**src/rtl/segasys1_hiscore_ctrl.sv**
```systemverilog
// segasys1_hiscore_ctrl: copies a game-RAM window to/from an internal byte buffer over the
// SEGA System 1 hiscore port. Define HISCORE_CKSUM_EN to build the byte checksum on CKSUM.
module segasys1_hiscore_ctrl #(
  parameter logic [15:0] BASE   = 16'hC000,
  parameter int unsigned LEN    = 256,
  parameter int unsigned BUF_AW = 8,
  parameter int unsigned RD_LAT = 2,
  parameter int unsigned SETTLE = 4
) (
  input  logic              CLK40M,
  input  logic              RESET_N,
  input  logic              SAVE_REQ,
  input  logic              LOAD_REQ,
  output logic              BUSY,
  output logic              DONE,
  output logic              PAUSE_N,
  output logic [15:0]       HSAD,
  input  logic [7:0]        HSDO,
  output logic [7:0]        HSDI,
  output logic              HSWE,
  input  logic [BUF_AW-1:0] BUF_AD,
  input  logic [7:0]        BUF_DI,
  input  logic              BUF_WE,
  output logic [7:0]        BUF_DO,
  output logic [7:0]        CKSUM
);

  localparam int unsigned CNT_W = 8;
  localparam int unsigned IDX_W = 16;
  localparam int unsigned DEPTH = 1 << BUF_AW;

  typedef enum logic [2:0] {S_IDLE, S_SETTLE, S_SAVE, S_LOAD, S_FIN} state_e;

  state_e            state_q, state_d;
  logic              op_save_q, op_save_d;
  logic [CNT_W-1:0]  cnt_q, cnt_d;
  logic [IDX_W-1:0]  idx_q, idx_d;
  logic [15:0]       hsad_q, hsad_d;
  logic [7:0]        hsdi_q, hsdi_d;
  logic              hswe_q, hswe_d;
  logic              busy_q, busy_d;
  logic              done_q, done_d;
  logic              pause_n_q, pause_n_d;
  logic [7:0]        buf_do_q, buf_do_d;
  logic [7:0]        mem [DEPTH];
  logic [BUF_AW-1:0] buf_ix_c;
  logic [7:0]        eng_rd_c;
  logic              last_c;
  logic              save_wr_c;

  assign buf_ix_c = idx_q[BUF_AW-1:0];
  assign eng_rd_c = mem[buf_ix_c];
  assign last_c   = (idx_q == IDX_W'(LEN - 1));

  // Sequencer; outputs are registered from the next-state view so they line up with the state.
  always_comb begin
    state_d   = state_q;
    op_save_d = op_save_q;
    cnt_d     = cnt_q;
    idx_d     = idx_q;
    hsad_d    = hsad_q;
    hsdi_d    = hsdi_q;
    save_wr_c = 1'b0;

    case (state_q)
      S_IDLE: begin
        if (SAVE_REQ || LOAD_REQ) begin
          state_d   = S_SETTLE;
          op_save_d = SAVE_REQ;
          cnt_d     = '0;
          idx_d     = '0;
        end
      end
      S_SETTLE: begin
        if (cnt_q == CNT_W'(SETTLE - 1)) begin
          cnt_d = '0;
          idx_d = '0;
          if (LEN == 0)       state_d = S_FIN;
          else if (op_save_q) state_d = S_SAVE;
          else                state_d = S_LOAD;
        end else begin
          cnt_d = cnt_q + CNT_W'(1);
        end
      end
      S_SAVE: begin
        if (cnt_q == CNT_W'(RD_LAT)) begin
          save_wr_c = 1'b1;
          cnt_d     = '0;
          if (last_c) state_d = S_FIN;
          else        idx_d   = idx_q + IDX_W'(1);
        end else begin
          cnt_d = cnt_q + CNT_W'(1);
        end
      end
      S_LOAD: begin
        case (cnt_q)
          CNT_W'(0): begin
            hsdi_d = eng_rd_c;
            cnt_d  = CNT_W'(1);
          end
          CNT_W'(1): cnt_d = CNT_W'(2);
          default: begin
            cnt_d = '0;
            if (last_c) state_d = S_FIN;
            else        idx_d   = idx_q + IDX_W'(1);
          end
        endcase
      end
      S_FIN:   state_d = S_IDLE;
      default: state_d = S_IDLE;
    endcase

    busy_d    = (state_d == S_SETTLE) || (state_d == S_SAVE) || (state_d == S_LOAD);
    pause_n_d = ~busy_d;
    done_d    = (state_d == S_FIN);
    hswe_d    = (state_d == S_LOAD) && (cnt_d == CNT_W'(1));
    if ((state_d == S_SAVE) || (state_d == S_LOAD)) hsad_d = BASE + idx_d;
    buf_do_d  = mem[BUF_AD];
  end

  always_ff @(posedge CLK40M or negedge RESET_N) begin
    if (!RESET_N) begin
      state_q   <= S_IDLE;
      op_save_q <= 1'b0;
      cnt_q     <= '0;
      idx_q     <= '0;
      hsad_q    <= BASE;
      hsdi_q    <= '0;
      hswe_q    <= 1'b0;
      busy_q    <= 1'b0;
      done_q    <= 1'b0;
      pause_n_q <= 1'b1;
      buf_do_q  <= '0;
    end else begin
      state_q   <= state_d;
      op_save_q <= op_save_d;
      cnt_q     <= cnt_d;
      idx_q     <= idx_d;
      hsad_q    <= hsad_d;
      hsdi_q    <= hsdi_d;
      hswe_q    <= hswe_d;
      busy_q    <= busy_d;
      done_q    <= done_d;
      pause_n_q <= pause_n_d;
      buf_do_q  <= buf_do_d;
    end
  end

  // Buffer contents survive reset; the engine owns the write port while busy.
  always_ff @(posedge CLK40M) begin
    if (save_wr_c)               mem[buf_ix_c] <= HSDO;
    else if (BUF_WE && !busy_q)  mem[BUF_AD]   <= BUF_DI;
  end

`ifdef HISCORE_CKSUM_EN
  logic [7:0] cksum_q, cksum_d;

  always_comb begin
    cksum_d = cksum_q;
    if ((state_q == S_IDLE) && (SAVE_REQ || LOAD_REQ))      cksum_d = '0;
    else if (save_wr_c)                                      cksum_d = cksum_q + HSDO;
    else if ((state_q == S_LOAD) && (cnt_q == CNT_W'(0)))    cksum_d = cksum_q + eng_rd_c;
  end

  always_ff @(posedge CLK40M or negedge RESET_N) begin
    if (!RESET_N) cksum_q <= '0;
    else          cksum_q <= cksum_d;
  end

  assign CKSUM = cksum_q;
`else
  assign CKSUM = 8'h00;
`endif

  assign BUSY    = busy_q;
  assign DONE    = done_q;
  assign PAUSE_N = pause_n_q;
  assign HSAD    = hsad_q;
  assign HSDI    = hsdi_q;
  assign HSWE    = hswe_q;
  assign BUF_DO  = buf_do_q;

endmodule

```
**config.mk**
```make
export PLATFORM = sky130hd
export DESIGN_NAME = segasys1_hiscore_ctrl
export DESIGN_NICKNAME = d
export VERILOG_FILES = /design/src/rtl/segasys1_hiscore_ctrl.sv
export SDC_FILE = /design/constraint.sdc
export NUM_CORES = 2
export LEC_CHECK = 0
export ABC_AREA = 0
export CAP_MARGIN = 20
export CORE_MARGIN = 1.5
export CORE_UTILIZATION = 40
export CTS_CLUSTER_SIZE = 10
export DETAILED_ROUTE_END_ITERATION = 16
export GPL_TIMING_DRIVEN = 1
export PLACE_DENSITY = 0.64
export SLEW_MARGIN = 20
export SYNTH_ARGS = -nofsm -noshare
export SYNTH_HDL_FRONTEND = slang
export SYNTH_SLANG_ARGS = --single-unit
```
**constraint.sdc**
```tcl
create_clock -name CLK40M -period 16.6 [get_ports CLK40M]
set_input_delay 3.32 -clock CLK40M [delete_from_list [all_inputs] [get_ports CLK40M]]
set_output_delay 3.32 -clock CLK40M [all_outputs]
set_load 0.005 [all_outputs]
```
**After elaboration in Yosys (flattened, before gate mapping)**

Memories as Yosys holds them, arrays and structs flattened. A register that Yosys moved wholly into a read port is not among the register bits.
Index checks and enable logic that the tools add are counted.

- Bits in registers: 48
- Latch bits: 0
- RAM bits: 2,048
- ROM bits: 0
- Input port bits: 29
- Output and inout port bits: 44
- Logic and storage cells: 69
- Memories: 1

Memories:

| memory | depth | width | read ports | clocked after Yosys merged registers in | write ports | line | source |
|---|---|---|---|---|---|---|---|
| mem | 256 | 8 | 2 | 2 | 1 | 45 | `logic [7:0] mem [DEPTH];` |

- $add $sub $neg: 3
- Multiply operators: 0
- Divide/modulo/power cells: 0
- Magnitude comparators: 0
- Equality and inequality tests: 12
- Shift operators: 0
- Mux-type cells: 28
- Bitwise gates (word level): 1
- Reductions and logical operators: 15

Operators with widths:

| kind | number |
|---|---|
| $mux W16 | 5 |
| $pmux W16 S4 | 1 |
| $mux W8 | 5 |
| $pmux W8 S4 | 1 |
| $add A16 B1 Y16 const B | 1 |
| $add A16 B16 Y16 const A | 1 |
| $eq A16 B8 Y1 const B | 1 |
| $eq A8 B1 Y1 const B | 2 |
| $eq A8 B2 Y1 const B | 2 |
| $mux W3 | 5 |
| $eq A3 B2 Y1 const B | 4 |
| $pmux W3 S4 | 1 |
| $mux W1 | 9 |
| $add A8 B1 Y8 const B | 1 |
| $logic_not A8 Y1 | 1 |
| $reduce_or A8 Y1 | 1 |
| $eq A3 B1 Y1 const B | 2 |
| $logic_or A1 B1 Y1 | 4 |
| $pmux W2 S2 | 1 |
| $reduce_and A2 Y1 | 2 |
| $eq A3 B3 Y1 const B | 1 |
| $logic_not A1 Y1 | 3 |
| $logic_not A3 Y1 | 1 |
| $logic_and A1 B1 Y1 | 2 |
| 2 further kinds | 2 |

**Longest topological paths before layout**

- Word-level depth: 8
- Depth in mapped cells: 12

**Worst setup path after synthesis**

OpenSTA, ideal clock, no wires.

- Path kind: input-to-reg
- From: input port BUF_WE
- To: memory mem[0][0] (data pin)
- Setup time: 0.823 ns
- Arrival time: 7.371 ns
- Slack: 8.407 ns
- Stages: 6
- Buffers on the path: 2
- Cells stage by stage: nand2b_1 a41oi_1 clkbuf_1 clkbuf_1 nand2_1 nand2_1

- Cells in the longest elaborated chain, start to end: 6

RTL lines:

| item | line | source |
|---|---|---|
| start, declared | 23 | `input logic BUF_WE,` |
| $logic_and A1 B1 Y1 | 152 | `else if (BUF_WE && !busy_q) mem[BUF_AD] <= BUF_DI;` |
| $mux W1 | 152 |  |
| $mux W1 | 151 | `if (save_wr_c) mem[buf_ix_c] <= HSDO;` |
| $mux W1 (not written as such) | 152 |  |
| $reduce_or A8 Y1 (no line) | - |  |
| $mux W8 (no line) | - |  |
| end, declared | 45 |  |

No other way between the ends.

==> run summary <==
run status -> finished, final reports clean
met2 Resource Use GR -> 37.12%
WL/cell -> 34.85 um
most frequent cell after synthesis -> edfxtp_1
post-synth top area share -> 62.41%
Clk network pwr share -> 32.1%
CP Max Fanout -> 48
DP Area -> 103,000 um^2
Comb power frac -> 25.3%
# IOs -> 73
CP Data Arrival Time -> 8.70 ns
die height -> 499.3 um
Hold Path Origin -> HSAD[13]
CTS H-tree depth -> 4
min setup slack post-route -> 8.672 ns
post-detail-place hpwl -> 185.0 mm
largest family of logic cells by synthesized area -> multiplexers
CTS tree -> yes
Fin. Hold Viols -> 0
clk_lat worst skew -> 0.92 ns
met3 usage -> 5.119%
Synth Area in XOR/XNOR -> 0.07110%
Post-synth top cells -> edfxtp_1, mux4_2, nor2_1, mux2i_1, clkbuf_1
final setup fails -> 0
total wire length -> 291.7 mm
total core area -> 245,500 um^2
Critical Path RT -> 17.37 ns
post-cts sizing count -> 0
multi-input logic area -> 33,870 um^2
Hold Path Sink -> HSAD[13]
relative slew slack -> 14.41%
Worst Setup End Kind -> flop
CTS Sinks -> 2,112
Distinct cells, synth -> 65
Yosys warning count -> 0
kind of critical path -> primary input to flop
final instance area -> 109,700 um^2
Overflow after GRT -> 0
Tmin final -> 7.928 ns
multiplexer area fraction after synthesis -> 27.92%
Vias/cell -> 6.537
Fmax -> 126.1 MHz
Power Total -> 0.01458 W
worst-case clock buffer depth -> 3
die area -> 249,300 um^2
met1 Track Usage GR -> 30.75%
Max Slew Vio Count -> 0
Core Util, Final -> 44.69%
FF-to-FF End -> HSDI[0]
Clock Skew -> 0.07338 ns
Cell Int Power -> 0.01017 W
FF+latch area -> 63,120 um^2
DRC Markers -> 0
final setup TNS -> 0 ns
Initial DRC Count -> 7,137
CP startpoint kind -> primary input
Initial Util -> 40.14%
hold path cells -> 2
synth top area cells -> edfxtp_1, mux4_2, mux2i_1
Worst Hold Class -> flop to flop
period utilization -> 47.76%
adder-cell share of the synthesized area -> 0.06349%
Via Count -> 54,720
Seq/Total Area, Yosys -> 64.04%
RR Startpoint -> idx_q[2]
nets -> 5,072
first-pass GRT wire length -> 415.2 mm
switching share of power -> 30.24%
Peak VDD IR -> 126.6 uV
Seq pwr share -> 42.6%
clk slew on worst S/H paths -> 0.06 ns
RSZ-0062 raised after global routing -> no
r2r setup slk -> 10.29 ns
Cells after Synth -> 4,990
sw power -> 0.004408 W
clock root cell -> clkbuf_16
Post-Synth Simple-Gate Area -> 2.640%
Avg Cell Area, Syn -> 19.75 um^2
Area Overhead vs Synth -> 11.32%
PwrDens -> 132.9 nW/um^2
Final Wtd Congestion -> 0.9214
area leader, netlist -> edfxtp_1
R2R depth -> 11
CTS Hold Bufs -> 0
Post-CTS Setup Bufs -> 0
Pleak -> 33.17 nW
Post-synth EDFFs -> 2,048
vias in the first global route -> 55,440
DIE WIDTH -> 499.3 um
fraction of layout cells with a size suffix above 1 -> 31.72%
drt first pass iters -> 5
initial antenna violation count -> 15
GRT Resource Usage Total -> 23.30%
Compound-Gate Fraction of Synth Area -> 3.332%
GR peak layer -> met2
Tightest Pin Transition -> 1.282 ns
dpl ws -> 7.769 ns
# Max-Cap Violations -> 0
Synth Flop Type -> edfxtp_1
largest net degree at the start of global routing -> 194
total clock buffers created by CTS -> 234
Post-synth ARST share -> 3.030%
row cnt -> 182
#FFs+latches synth -> 2,112
synthesized cell area -> 98,540 um^2
FILL cells -> 20,510
port bufs -> 64
DRT antenna net count -> 0
## power groups by stage
stage / clock [W] / sequential [W] / combinational (W)
3_3_place_gp: 0 / 0.00632 / 0.00360
5_1_grt: 0.00491 / 0.00621 / 0.00384
3_5_place_dp: 0 / 0.00632 / 0.00364
6_report: 0.00468 / 0.00621 / 0.00368
2_1_floorplan: 0 / 0.00630 / 0.00245
4_1_cts: 0.00472 / 0.00621 / 0.00365
## critical path, stage by stage
cell and delay (ns):
buf_8 0.45, buf_4 0.82, buf_4 0.63, buf_4 0.88, mux4_2 0.61, mux4_2 0.48, a22oi_1 0.47, a21oi_1 0.33
or4_1 0.59
## logic make-up (layout without fill, tap and decap cells)
group	Yosys count	in the layout
adders and majority gates	5	5
and+or+nand+nor	596	596
DFF	2112	2112
AOI/OAI and AO/OA	476	476
buffers and inverters	438	579
muxes	1354	1354
xor gates and xnor gates	8	8
other	1	21
## worst max path at each step
| stage | start | end | slack, ns |
|---|---|---|---|
| global placement | BUF_AD[0] | BUF_DO[5] | 7.80 |
| floorplan | BUF_WE | mem[0][0] | 8.41 |
| detailed placement | BUF_AD[0] | BUF_DO[5] | 7.77 |
| finish | BUF_AD[0] | BUF_DO[5] | 8.67 |
| global route | BUF_AD[0] | BUF_DO[5] | 8.34 |
| CTS | BUF_AD[0] | BUF_DO[5] | 8.72 |
## metrics by stage
step / hold slack (ns) / instances
3_3_place_gp: 0.4688 / 8015
2_1_floorplan: 0.4465 / 4997
3_5_place_dp: 0.4753 / 8020
4_1_cts: 0.4879 / 8356
6_report: 0.4808 / 8371
5_1_grt: 0.5030 / 8359
## routing by layer
layer / up-vias / part of all wire, % / wire length (um)
met3: 623 / 9.8 / 28560
met4: 16 / 4.9 / 14280
li1: 21600 / - / -
met5: - / 0.040 / 116
met1: 29380 / 37 / 109200
met2: 3106 / 48 / 139500
## layout make-up
class,instances,area share (%)
Multi-Input combinational cell,2447,30.87
Sequential cell,2112,57.54
Inverter,21,0.08098
Timing Repair Buffer,222,1.780
Antenna cell,13,0.02966
Clock buffer,312,5.632
Clock inverter,24,0.3889
Tap cell,3220,3.673
## state kept, by name, summed over array words and instances (netlist names)
| name | flops |
|---|---|
| HSWE | 1 |
| idx_q | 16 |
| PAUSE_N | 1 |
| state_q | 3 |
| HSDI | 8 |
| BUSY | 1 |
| cnt_q | 8 |
| BUF_DO | 8 |
| op_save_q | 1 |
| HSAD | 16 |
| DONE | 1 |
| mem | 2048 |
## layout by cell type (no fill, tap or decap), types with 74 or more instances in the layout
| master | Yosys | routed |
|---|---|---|
| mux4_2 | 1114 | 1114 |
| a22oi_1 | 74 | 74 |
| nor2_1 | 299 | 268 |
| buf_4 | 30 | 145 |
| a21oi_1 | 86 | 86 |
| nand2_1 | 128 | 119 |
| clkbuf_1 | 217 | 75 |
| o221ai_1 | 90 | 90 |
| edfxtp_1 | 2048 | 2048 |
| mux2i_1 | 223 | 223 |
| clkbuf_16 | 0 | 234 |
No activity file was read; power rests on OpenSTA's default activity.
